$ cat src/rtl/fan_pkg.sv
// Shared definitions for the fan duty sequencer slice.
//   stage_e     : stage encoding used by both manual and auto stage sources
//   fsm_e       : duty sequencer states
//   timer_units : off-timer selection -> number of timer units {0,1,3,5}
package fan_pkg;

  typedef enum logic [1:0] {
    STAGE_STOP = 2'd0,
    STAGE_LOW  = 2'd1,
    STAGE_HIGH = 2'd2,
    STAGE_MAX  = 2'd3
  } stage_e;

  typedef enum logic [1:0] {
    FSM_IDLE = 2'd0,
    FSM_KICK = 2'd1,
    FSM_RAMP = 2'd2,
    FSM_HOLD = 2'd3
  } fsm_e;

  function automatic logic [2:0] timer_units(input logic [1:0] sel);
    case (sel)
      2'd0:    return 3'd0;
      2'd1:    return 3'd1;
      2'd2:    return 3'd3;
      default: return 3'd5;
    endcase
  endfunction

endpackage

$ cat src/rtl/fan_ms_divider.sv
// Modulo counter with enable and synchronous clear.
//   clk, reset_p : clock, asynchronous active-high reset
//   en_i         : count enable (counter holds when low)
//   clr_i        : synchronous clear, has priority over en_i
//   last_i       : terminal count (modulus - 1)
//   wrap_o       : high in the enabled clock where the counter is at last_i
module fan_ms_divider #(
  parameter int unsigned WIDTH = 8
) (
  input  logic             clk,
  input  logic             reset_p,
  input  logic             en_i,
  input  logic             clr_i,
  input  logic [WIDTH-1:0] last_i,
  output logic             wrap_o
);

  logic [WIDTH-1:0] cnt_q;

  assign wrap_o = en_i && (cnt_q == last_i);

  always_ff @(posedge clk or posedge reset_p) begin
    if (reset_p) begin
      cnt_q <= '0;
    end else if (clr_i) begin
      cnt_q <= '0;
    end else if (en_i) begin
      cnt_q <= wrap_o ? '0 : cnt_q + 1'b1;
    end
  end

endmodule

$ cat src/rtl/fan_duty_sequencer.sv
// Fan PWM duty sequencer: stage select, kick-start, rate-limited ramp, off-timer.
//   clk, reset_p : clock, asynchronous active-high reset
//   auto_onoff   : 1 selects stage_auto, 0 selects stage_man
//   stage_man    : manual stage (STOP/LOW/HIGH/MAX)
//   stage_auto   : auto stage, same encoding
//   timer_btn    : one-clock pulse, advances off-timer selection
//   duty         : PWM duty command 0..DUTY_MAX
//   state        : 1 while running (duty != 0 or kicking)
//   ramping      : 1 while in KICK or RAMP
//   timer_sel    : off-timer selection 0=off,1,2,3
//   timer_left   : timer units remaining
//   timeout      : one-clock pulse on off-timer expiry
module fan_duty_sequencer
  import fan_pkg::*;
#(
  parameter int unsigned CLK_HZ        = 100_000_000,
  parameter int unsigned DUTY_LOW      = 33,
  parameter int unsigned DUTY_HIGH     = 66,
  parameter int unsigned DUTY_MAX      = 99,
  parameter int unsigned DUTY_STEP     = 3,
  parameter int unsigned RAMP_MS       = 20,
  parameter int unsigned KICK_MS       = 200,
  parameter int unsigned TIMER_UNIT_MS = 3_600_000
) (
  input  logic       clk,
  input  logic       reset_p,
  input  logic       auto_onoff,
  input  logic [1:0] stage_man,
  input  logic [1:0] stage_auto,
  input  logic       timer_btn,
  output logic [7:0] duty,
  output logic       state,
  output logic       ramping,
  output logic [1:0] timer_sel,
  output logic [2:0] timer_left,
  output logic       timeout
);

  localparam int unsigned PRE_DIV = CLK_HZ / 1000;
  localparam int unsigned PRE_W   = (PRE_DIV > 1) ? $clog2(PRE_DIV) : 1;
  localparam int unsigned PH_MAX  = (KICK_MS > RAMP_MS) ? KICK_MS : RAMP_MS;
  localparam int unsigned PH_W    = (PH_MAX > 1) ? $clog2(PH_MAX) : 1;
  localparam int unsigned UNIT_W  = (TIMER_UNIT_MS > 1) ? $clog2(TIMER_UNIT_MS) : 1;

  localparam logic [PRE_W-1:0]  PRE_LAST  = PRE_W'(PRE_DIV - 1);
  localparam logic [PH_W-1:0]   KICK_LAST = PH_W'(KICK_MS - 1);
  localparam logic [PH_W-1:0]   RAMP_LAST = PH_W'(RAMP_MS - 1);
  localparam logic [UNIT_W-1:0] UNIT_LAST = UNIT_W'(TIMER_UNIT_MS - 1);

  localparam logic [7:0] D_LOW  = 8'(DUTY_LOW);
  localparam logic [7:0] D_HIGH = 8'(DUTY_HIGH);
  localparam logic [7:0] D_MAX  = 8'(DUTY_MAX);
  localparam logic [7:0] D_STEP = 8'(DUTY_STEP);

  fsm_e       fsm_q, fsm_d;
  logic [7:0] duty_q, duty_d;
  logic [1:0] timer_sel_q, timer_sel_d;
  logic [2:0] timer_left_q, timer_left_d;
  logic       shut_off_q, shut_off_d;
  logic       timeout_q;
  logic [1:0] sel_prev_q;
  logic       auto_prev_q;

  stage_e     sel;
  logic [7:0] target;
  logic [7:0] step_duty;
  logic       sel_changed;
  logic       tick_ms;
  logic       phase_wrap, phase_clr, phase_en;
  logic       unit_wrap, unit_en;
  logic       expire;
  logic [1:0] sel_base;

  assign sel         = stage_e'(auto_onoff ? stage_auto : stage_man);
  assign sel_changed = (sel != sel_prev_q) || (auto_onoff != auto_prev_q);

  always_comb begin
    target = '0;
    if (!shut_off_q) begin
      case (sel)
        STAGE_LOW:  target = D_LOW;
        STAGE_HIGH: target = D_HIGH;
        STAGE_MAX:  target = D_MAX;
        default:    target = '0;
      endcase
    end
  end

  fan_ms_divider #(.WIDTH(PRE_W)) u_prescale (
    .clk    (clk),
    .reset_p(reset_p),
    .en_i   (1'b1),
    .clr_i  (1'b0),
    .last_i (PRE_LAST),
    .wrap_o (tick_ms)
  );

  // One counter serves both kick and ramp timing; it is cleared on every
  // FSM transition so each phase starts counting from zero.
  assign phase_en  = tick_ms && ((fsm_q == FSM_KICK) || (fsm_q == FSM_RAMP));
  assign phase_clr = (fsm_d != fsm_q);

  fan_ms_divider #(.WIDTH(PH_W)) u_phase (
    .clk    (clk),
    .reset_p(reset_p),
    .en_i   (phase_en),
    .clr_i  (phase_clr),
    .last_i ((fsm_q == FSM_KICK) ? KICK_LAST : RAMP_LAST),
    .wrap_o (phase_wrap)
  );

  // Step toward target, clamped so the step never crosses it.
  always_comb begin
    step_duty = target;
    if (duty_q < target) begin
      if ((target - duty_q) > D_STEP) step_duty = duty_q + D_STEP;
    end else if (duty_q > target) begin
      if ((duty_q - target) > D_STEP) step_duty = duty_q - D_STEP;
    end
  end

  always_comb begin
    fsm_d  = fsm_q;
    duty_d = duty_q;
    case (fsm_q)
      FSM_IDLE: begin
        duty_d = '0;
        if (target != '0) begin
          fsm_d  = FSM_KICK;
          duty_d = D_MAX;
        end
      end
      FSM_KICK: begin
        if ((target == '0) || phase_wrap) fsm_d = FSM_RAMP;
      end
      FSM_RAMP: begin
        if (duty_q == target) begin
          fsm_d = (duty_q == '0) ? FSM_IDLE : FSM_HOLD;
        end else if (phase_wrap) begin
          duty_d = step_duty;
          if (step_duty == target) fsm_d = (step_duty == '0) ? FSM_IDLE : FSM_HOLD;
        end
      end
      FSM_HOLD: begin
        if (target != duty_q) fsm_d = FSM_RAMP;
      end
      default: fsm_d = FSM_IDLE;
    endcase
  end

  assign state   = (duty_q != '0) || (fsm_q == FSM_KICK);
  assign ramping = (fsm_q == FSM_KICK) || (fsm_q == FSM_RAMP);

  // Unit divider only advances while running; when stopped it holds its count.
  assign unit_en = tick_ms && state && (timer_sel_q != 2'd0);

  fan_ms_divider #(.WIDTH(UNIT_W)) u_unit (
    .clk    (clk),
    .reset_p(reset_p),
    .en_i   (unit_en),
    .clr_i  (timer_btn),
    .last_i (UNIT_LAST),
    .wrap_o (unit_wrap)
  );

  assign expire = unit_wrap && (timer_left_q == 3'd1);

  // Expiry is applied first, then a coincident button press advances from
  // the cleared selection and overrides the shut-off.
  always_comb begin
    timer_left_d = timer_left_q;
    shut_off_d   = shut_off_q;
    sel_base     = timer_sel_q;
    if (unit_wrap) timer_left_d = timer_left_q - 3'd1;
    if (expire) begin
      sel_base   = 2'd0;
      shut_off_d = 1'b1;
    end
    timer_sel_d = sel_base;
    if (timer_btn) begin
      timer_sel_d  = sel_base + 2'd1;
      timer_left_d = timer_units(sel_base + 2'd1);
    end
    if (timer_btn || sel_changed) shut_off_d = 1'b0;
  end

  always_ff @(posedge clk or posedge reset_p) begin
    if (reset_p) begin
      fsm_q        <= FSM_IDLE;
      duty_q       <= '0;
      timer_sel_q  <= '0;
      timer_left_q <= '0;
      shut_off_q   <= 1'b0;
      timeout_q    <= 1'b0;
      sel_prev_q   <= '0;
      auto_prev_q  <= 1'b0;
    end else begin
      fsm_q        <= fsm_d;
      duty_q       <= duty_d;
      timer_sel_q  <= timer_sel_d;
      timer_left_q <= timer_left_d;
      shut_off_q   <= shut_off_d;
      timeout_q    <= expire;
      sel_prev_q   <= sel;
      auto_prev_q  <= auto_onoff;
    end
  end

  assign duty       = duty_q;
  assign timer_sel  = timer_sel_q;
  assign timer_left = timer_left_q;
  assign timeout    = timeout_q;

endmodule
$ cat config.mk
export PLATFORM = sky130hd
export DESIGN_NAME = fan_duty_sequencer
export DESIGN_NICKNAME = d
export VERILOG_FILES = /design/src/rtl/fan_pkg.sv /design/src/rtl/fan_ms_divider.sv /design/src/rtl/fan_duty_sequencer.sv
export SDC_FILE = /design/constraint.sdc
export NUM_CORES = 1
export LEC_CHECK = 0
export BUFFER_PORTS_ARGS = -buffer_cell sky130_fd_sc_hd__buf_4
export CAP_MARGIN = 0
export CELL_PAD_IN_SITES_DETAIL_PLACEMENT = 1
export CELL_PAD_IN_SITES_GLOBAL_PLACEMENT = 1
export CORE_ASPECT_RATIO = 0.75
export CORE_MARGIN = 2
export CORE_UTILIZATION = 41
export CTS_CLUSTER_DIAMETER = 30
export DETAILED_ROUTE_END_ITERATION = 16
export GPL_TIMING_DRIVEN = 0
export PLACE_DENSITY = 0.74
export SLEW_MARGIN = 20
export SYNTH_ARGS = -nofsm -noshare
export SYNTH_HDL_FRONTEND = slang
export SYNTH_HIERARCHICAL = 1
export SYNTH_SLANG_ARGS = --single-unit
$ cat constraint.sdc
create_clock -name clk -period 4.8 [get_ports clk]
set_clock_uncertainty 0.2 [all_clocks]
set_input_delay 0.96 -clock clk [delete_from_list [all_inputs] [get_ports clk]]
set_output_delay 0.96 -clock clk [all_outputs]
set_load 0.1 [all_outputs]
==> run_results.csv, run 1 <==
group,metric,value,unit
outcome,status,"finished, violations left",
outcome,violations,"setup timing",
pwr,finalPower,3.60,mW
cells_and_area,final_layout_size_suffix_gt1_share,19.3,%
clock_network,cts_tree,"built",
place,routabilityCongestion,0.883,
pwr,seqPwrFrac,19.7,%
global_routing,grtUsageTotal,24.9,%
synth,yosysMostFrequentCell,"dfrtp_1",
pwr,internal-power,1.89,mW
floorplanning,dieArea,0.0141,sq mm
synth,ys_types,92,
synth,synth_top_area_cell,"dfrtp_1",
timing,maxSlewViolCount,0,
synth,synthCells,615,
timing,rsz0062_at_grt,"true",
clock_network,cts-root-buf,"clkbuf_16",
cells_and_area,fill_cells,1536,
floorplanning,rows,36,
floorplanning,start_util,41.7,%
detailed_routing,wl_per_cell,18.4,microns
pwr,swShare,47.5,%
setup_path,cp_max_fo,6,
floorplanning,core_region_area,0.0129,sq mm
clock_network,clkTransAtPathRegs,0.05,ns
pwr,p_leak,2.86,nW
cells_and_area,antenna_cells,0,
clock_network,clock-sinks,67,
timing,setup_viol,7,
synth,syn-mean-instance-area,8.77,sq um
pwr,power_density,535,mW/mm^2
timing,fin_crit,4.92,ns
synth,ys_seq_elements,67,
synth,synth_top_area_share,31.1,%
cells_and_area,nets,759,
pwr,peakVddDrop,388,uV
place,dp_hpwl,11600,microns
cells_and_area,synthToLayoutAreaGrowth,24.6,%
timing,setup_tns,-0.511,ns
global_routing,grt_max_degree,23,
hold_path,hold_class,"register to register",
synth,async_flop_share,100,%
global_routing,grt_pass1_vias,5308,
global_routing,grt_pass1_wl,27300,microns
detailed_routing,dr.pass1.iters,5,
clock_network,cts_buffer_depth,2,
detailed_routing,ant_nets,0,
setup_path,critical_path_class,"primary input to register",
floorplanning,die_w,136,microns
timing,hold-worst-slack,0.365,ns
detailed_routing,via_per_inst,5.62,
synth,synth_edf_count,0,
timing,relSlewSlack,36.7,%
synth,synth.top_cells.by_count,"dfrtp_1 (67), nand2_1 (53), xnor2_1 (43), xor2_1 (43), nand3_1 (35)",
timing,fin_crit_sh,102,%
place,dp_cells,856,
cells_and_area,finalNonFillerCells,902,
detailed_routing,routed_wl,16600,microns
setup_path,endpoint_kind,"register",
floorplanning,die_h,103,microns
setup_path,arrival,4.93,ns
synth,ys_seq_area_share,31.1,%
clock_network,htree_levels,3,
floorplanning,io_pins,24,
timing,clock.fmax,203,MHz
pwr,total_switching_power,1.71,mW
detailed_routing,drc_errors,0,
timing,tightest_slew,0.949,ns
detailed_routing,drtIter0Drc,302,
synth,ys_warn_count,6,
synth,synth_area,0.00539,sq mm
global_routing,antenna_found_initial,0,
clock_network,cts_buffers,9,
timing,layout_setup_ws,-0.118,ns
synth,synthTopCellsByArea,"dfrtp_1 (31%), xnor2_1 (7.0%), xor2_1 (7.0%)",
place,portBuffers,23,
detailed_routing,dr_total_vias,5072,
timing,final-hold-violation-count,0,
global_routing,grt.overflow.total,0,
run,drv_cap,0,
pwr,pwr-share-clk,17.3,%
synth,synthFlopType,"dfrtp_1",
pwr,combPwrFrac,63.0,%
setup_path,startpoint_type,"primary input",
clock_network,clk_latency,0.34,ns
setup_path,crit_required,4.81,ns
[power by group through the flow]
stage / registers, mW / clock network (mW) / logic [mW]
after floorplan: 0.952 / 0 / 1.09
after global placement: 0.711 / 0 / 1.68
after detailed placement: 0.713 / 0 / 1.73
after CTS: 0.705 / 0.644 / 2.07
after global routing: 0.716 / 0.660 / 2.41
final: 0.711 / 0.622 / 2.27
[sequential cells by signal, summed over array words and instances (netlist names)]
register and flops:
timeout 1, sel_prev_q 2, auto_prev_q 1, shut_off_q 1, timer_left 3, duty 8
u_unit/cnt_q 22, u_prescale/cnt_q 17, fsm_q 2, u_phase/cnt_q 8, timer_sel 2
[layout by cell type (no fill, tap or decap), drive strengths merged, types with 4 or more instances in the layout]
master and instances:
xnor2 43, o21ai 33, buf 68, nand2 54, and3 11, o22ai 6, a22o 4, inv 33
nor3 32, a22oi 4, dfrtp 67, nand3 36, nand3b 4, nand2b 7, conb 49, a211oi 5
mux2i 5, ha 22, nor4 12, nor2 28, nand4 20, a21oi 29, or3 11, clkbuf 26
o31ai 10, and2 4, xor2 43
[what timing repair did]
item                                    in CTS  in global routing
pin swaps                                   22                  8
buffers inserted                            25                  9
hold buffers                                 0                  0
endpoints found under the setup margin       8                  9
gates resized for setup                     26                 12
[routing by layer]
layer,GRT usage (%),vias to the layer above,routed length [microns]
met1,34.1,2567,7820
met3,5.56,20,707
li1,-,2392,-
met2,41.1,93,7880
met4,4.81,0,161
met5,0,-,0
[kinds of logic (layout without fill, tap and decap cells)]
kind of cell / after synthesis / count (layout) / share of synthesized area [%]
other cells: 2 / 49 / 0.139
xor+xnor: 86 / 86 / 14.0
fa+ha+maj: 24 / 24 / 5.85
compound gates: 125 / 125 / 16.5
simple gates: 245 / 245 / 25.6
buf+inv: 61 / 130 / 5.82
flops: 67 / 67 / 31.1
mux: 5 / 5 / 0.997
[per-stage QoR]
| stage | instance area [sq um] | util, % | setup slack, ns |
|---|---|---|---|
| final | 6720 | 52.0 | -0.118 |
| after global routing | 6720 | 52.0 | -0.237 |
| after CTS | 6620 | 51.2 | -0.0762 |
| after detailed placement | 6010 | 46.5 | -0.982 |
| after global placement | 6010 | 46.5 | -0.785 |
| after floorplan | 5630 | - | -0.0483 |
[path summary, 6_finish.rpt]
path | start | end | slack [ns] | cells past startpoint
worst max-delay path | auto_onoff | u_phase/cnt_q[3] | -0.12 | 19
worst min-delay path | sel_prev_q[1] | shut_off_q | 0.36 | 2
worst max register to register | u_prescale/cnt_q[13] | u_phase/cnt_q[3] | 0.12 | 17
worst min register to register | sel_prev_q[1] | shut_off_q | 0.36 | 2
max in group asynchronous | reset_p | u_unit/cnt_q[17] | 3.15 | 2
min in group asynchronous | reset_p | u_phase/cnt_q[7] | 0.40 | 2
[cell type report]
cell class                 count  area [sq um]  area share [%]
timing repair buffer          54           437            6.50
multi-input combinational    534          3790            56.4
clock buffer                  13           260            3.87
tap                          171           214            3.18
buffer                        27           196            2.92
sequential                    67          1680            25.0
inverter                      34           135            2.01
clock inverter                 2          12.5           0.186
[worst max-delay path, stage by stage]
cell,delay (ns)
buf_12,0.12
mux2i_4,0.19
nor2_4,0.16
inv_2,0.07
ha_2,0.39
nor4b_4,0.38
o211a_1,0.25
a311oi_2,0.07
xor2_2,0.20
o21a_4,0.29
a22oi_4,0.24
nand2_2,0.08
or4_4,0.59
o31a_1,0.29
o21ai_4,0.10
buf_4,0.15
o2111ai_2,0.10
xor2_1,0.20
nor3_2,0.06
No activity file was read; power rests on OpenSTA's default activity.
==> inputs of run 2 (changes only) <==
Settings changed: PLACE_DENSITY 0.74 to 0.76, RECOVER_POWER from default to 100.
==> run 2 against run 1 <==
Effect of this change:
- the run still ends with setup timing left
- clock power up 26%
- sequential power about the same
- hold slack worse by 0.0055 ns
- fmax down 0.42%
- critical path depth unchanged
- cell count up 0.78%
- critical path type unchanged
- highest routed layer unchanged
==> run_results.csv, run 2 (same netlist as run 1, synthesis figures left out) <==
group,metric,value,unit
clock_network,clock-sinks,67,
place,routabilityCongestion,0.826,
detailed_routing,routed_wl,18000,microns
clock_network,cts_tree,"built",
timing,final-hold-violation-count,0,
pwr,power_density,558,mW/mm^2
clock_network,clkTransAtPathRegs,0.06,ns
setup_path,startpoint_type,"primary input",
floorplanning,die_w,136,microns
setup_path,critical_path_class,"primary input to register",
global_routing,grt_pass1_vias,5393,
global_routing,grt.overflow.total,0,
clock_network,hold_buffers,0,
cells_and_area,top_regs,"u_unit/cnt_q x22, u_prescale/cnt_q x17",
place,dp_hpwl,11500,microns
detailed_routing,drc_errors,0,
setup_path,cp_slowest_cell,"or4_4",
pwr,peakVddDrop,454,uV
clock_network,cts-root-buf,"clkbuf_16",
timing,fin_crit_sh,103,%
cells_and_area,finalNonFillerCells,909,
setup_path,crit_required,4.87,ns
floorplanning,dieArea,0.0141,sq mm
floorplanning,rows,36,
global_routing,grtUsageTotal,25.5,%
detailed_routing,dr.pass1.iters,5,
setup_path,worstPathCellList,"buf_12 > mux2i_4 > or2_1 > buf_6 > buf_4 > ha_1 > nor4_1 > a21oi_2 > xor2_2 > a41oi_4 > a22o_4 > a21oi_2 > or4_4 > buf_6 > a31oi_4 > o21ai_4 > clkbuf_8 > or3_1 > o22ai_1",
cells_and_area,synthToLayoutAreaGrowth,26.6,%
cells_and_area,final_cell_mix,"dfrtp_1 (66), nand2_1 (53), conb_1 (49), xnor2_1 (42), xor2_1 (40)",
cells_and_area,final_layout_size_suffix_gt1_share,18.7,%
detailed_routing,drtIter0Drc,276,
global_routing,grt_max_degree,23,
timing,clock.fmax,202,MHz
global_routing,grt_pass1_wl,28000,microns
place,dp_cells,856,
setup_path,r2r_slack,0.24,ns
detailed_routing,ant_nets,0,
floorplanning,io_pins,24,
timing,maxSlewViolCount,0,
setup_path,arrival,5.01,ns
hold_path,hold_class,"register to register",
detailed_routing,dr_total_vias,5210,
clock_network,cts_buffers,9,
cells_and_area,antenna_cells,0,
setup_path,crit_buf_inv,5,
timing,tightest_slew,1.18,ns
place,portBuffers,23,
clock_network,htree_levels,3,
timing,layout_setup_ws,-0.138,ns
detailed_routing,wl_per_cell,19.8,microns
outcome,violations,"setup timing",
setup_path,critPathMaxStageDelay,0.58,ns
clock_network,cts_buffer_depth,2,
clock_network,clk_latency,0.35,ns
pwr,finalPower,3.81,mW
timing,rsz0062_at_grt,"true",
global_routing,antenna_found_initial,0,
cells_and_area,layout_commonest_cell,"dfrtp_1",
floorplanning,die_h,103,microns
run,drv_cap,0,
setup_path,crit_family,"simple AND/OR/NAND/NOR gates",
outcome,status,"finished, violations left",
detailed_routing,via_per_inst,5.73,
timing,fin_crit,4.94,ns
floorplanning,start_util,41.7,%
pwr,p_leak,2.84,nW
cells_and_area,nets,765,
cells_and_area,largest-register,"u_unit/cnt_q",
setup_path,cp_max_fo,9,
cells_and_area,largest_reg_flops,22,
timing,setup_viol,6,
timing,relSlewSlack,21.9,%
floorplanning,core_region_area,0.0129,sq mm
setup_path,endpoint_kind,"register",
## run 2: path summary, 6_finish.rpt
check                              startpoint                to  cells after the start
worst min register to register  sel_prev_q[1]        shut_off_q                      2
max in group asynchronous             reset_p           duty[1]                      2
worst max-delay path               auto_onoff  u_phase/cnt_q[0]                     19
worst max register to register        duty[0]  u_phase/cnt_q[0]                     18
worst min-delay path            sel_prev_q[1]        shut_off_q                      2
min in group asynchronous             reset_p  u_phase/cnt_q[6]                      2
## run 2: repair_timing
item / CTS / global route
gates resized for setup: 28 / 23
setup endpoints to repair: 8 / 9
pin swaps: 20 / 24
setup buffers: 24 / 15
## run 2: area by class of cell
cell class / instances / area, sq um
Tap cell: 171 / 214
Multi-Input combinational cell: 534 / 3840
Clock buffer: 9 / 225
Fill cell: 1546 / 6100
Inverter: 34 / 135
Buffer: 27 / 189
Sequential cell: 67 / 1680
Timing Repair Buffer: 60 / 425
Clock inverter: 7 / 116
## run 2: where the power goes
group	internal [mW]	leakage, nW	switching, mW
Sequential	0.615	0.904	0.0972
Clock	0.506	0.165	0.276
Combinational	0.878	1.77	1.43
Total	2.00	2.84	1.81
## run 2: through the flow
step / setup TNS [ns] / utilization (%) / cell area (sq um) / worst slack, ns / hold slack, ns
after floorplan: -0.0483 / - / 5630 / -0.0483 / 0.303
after global placement: -5.57 / 46.5 / 6010 / -0.752 / 0.313
after detailed placement: -6.48 / 46.5 / 6010 / -0.873 / 0.352
after CTS: -0.218 / 51.7 / 6690 / -0.0687 / 0.367
after global routing: -1.85 / 52.8 / 6830 / -0.299 / 0.375
final: -0.514 / 52.8 / 6830 / -0.138 / 0.359
## run 2: worst reg2reg max path: cells and delay by family, from the launching register on
| kind | cells | cell delay (ns) |
|---|---|---|
| AOI/OAI and AO/OA | 7 | 1.41 |
| and+or+nand+nor | 5 | 1.28 |
| buffers and inverters | 5 | 0.94 |
| DFF | 1 | 0.44 |
| adders and majority gates | 1 | 0.24 |
## run 2: per-layer routing
metal	up-vias	GRT usage, %	routed length (microns)
met3	34	5.31	696
met2	121	43.3	8940
li1	2407	-	-
met1	2648	33.3	8060
met4	0	7.61	322
met5	-	0	0
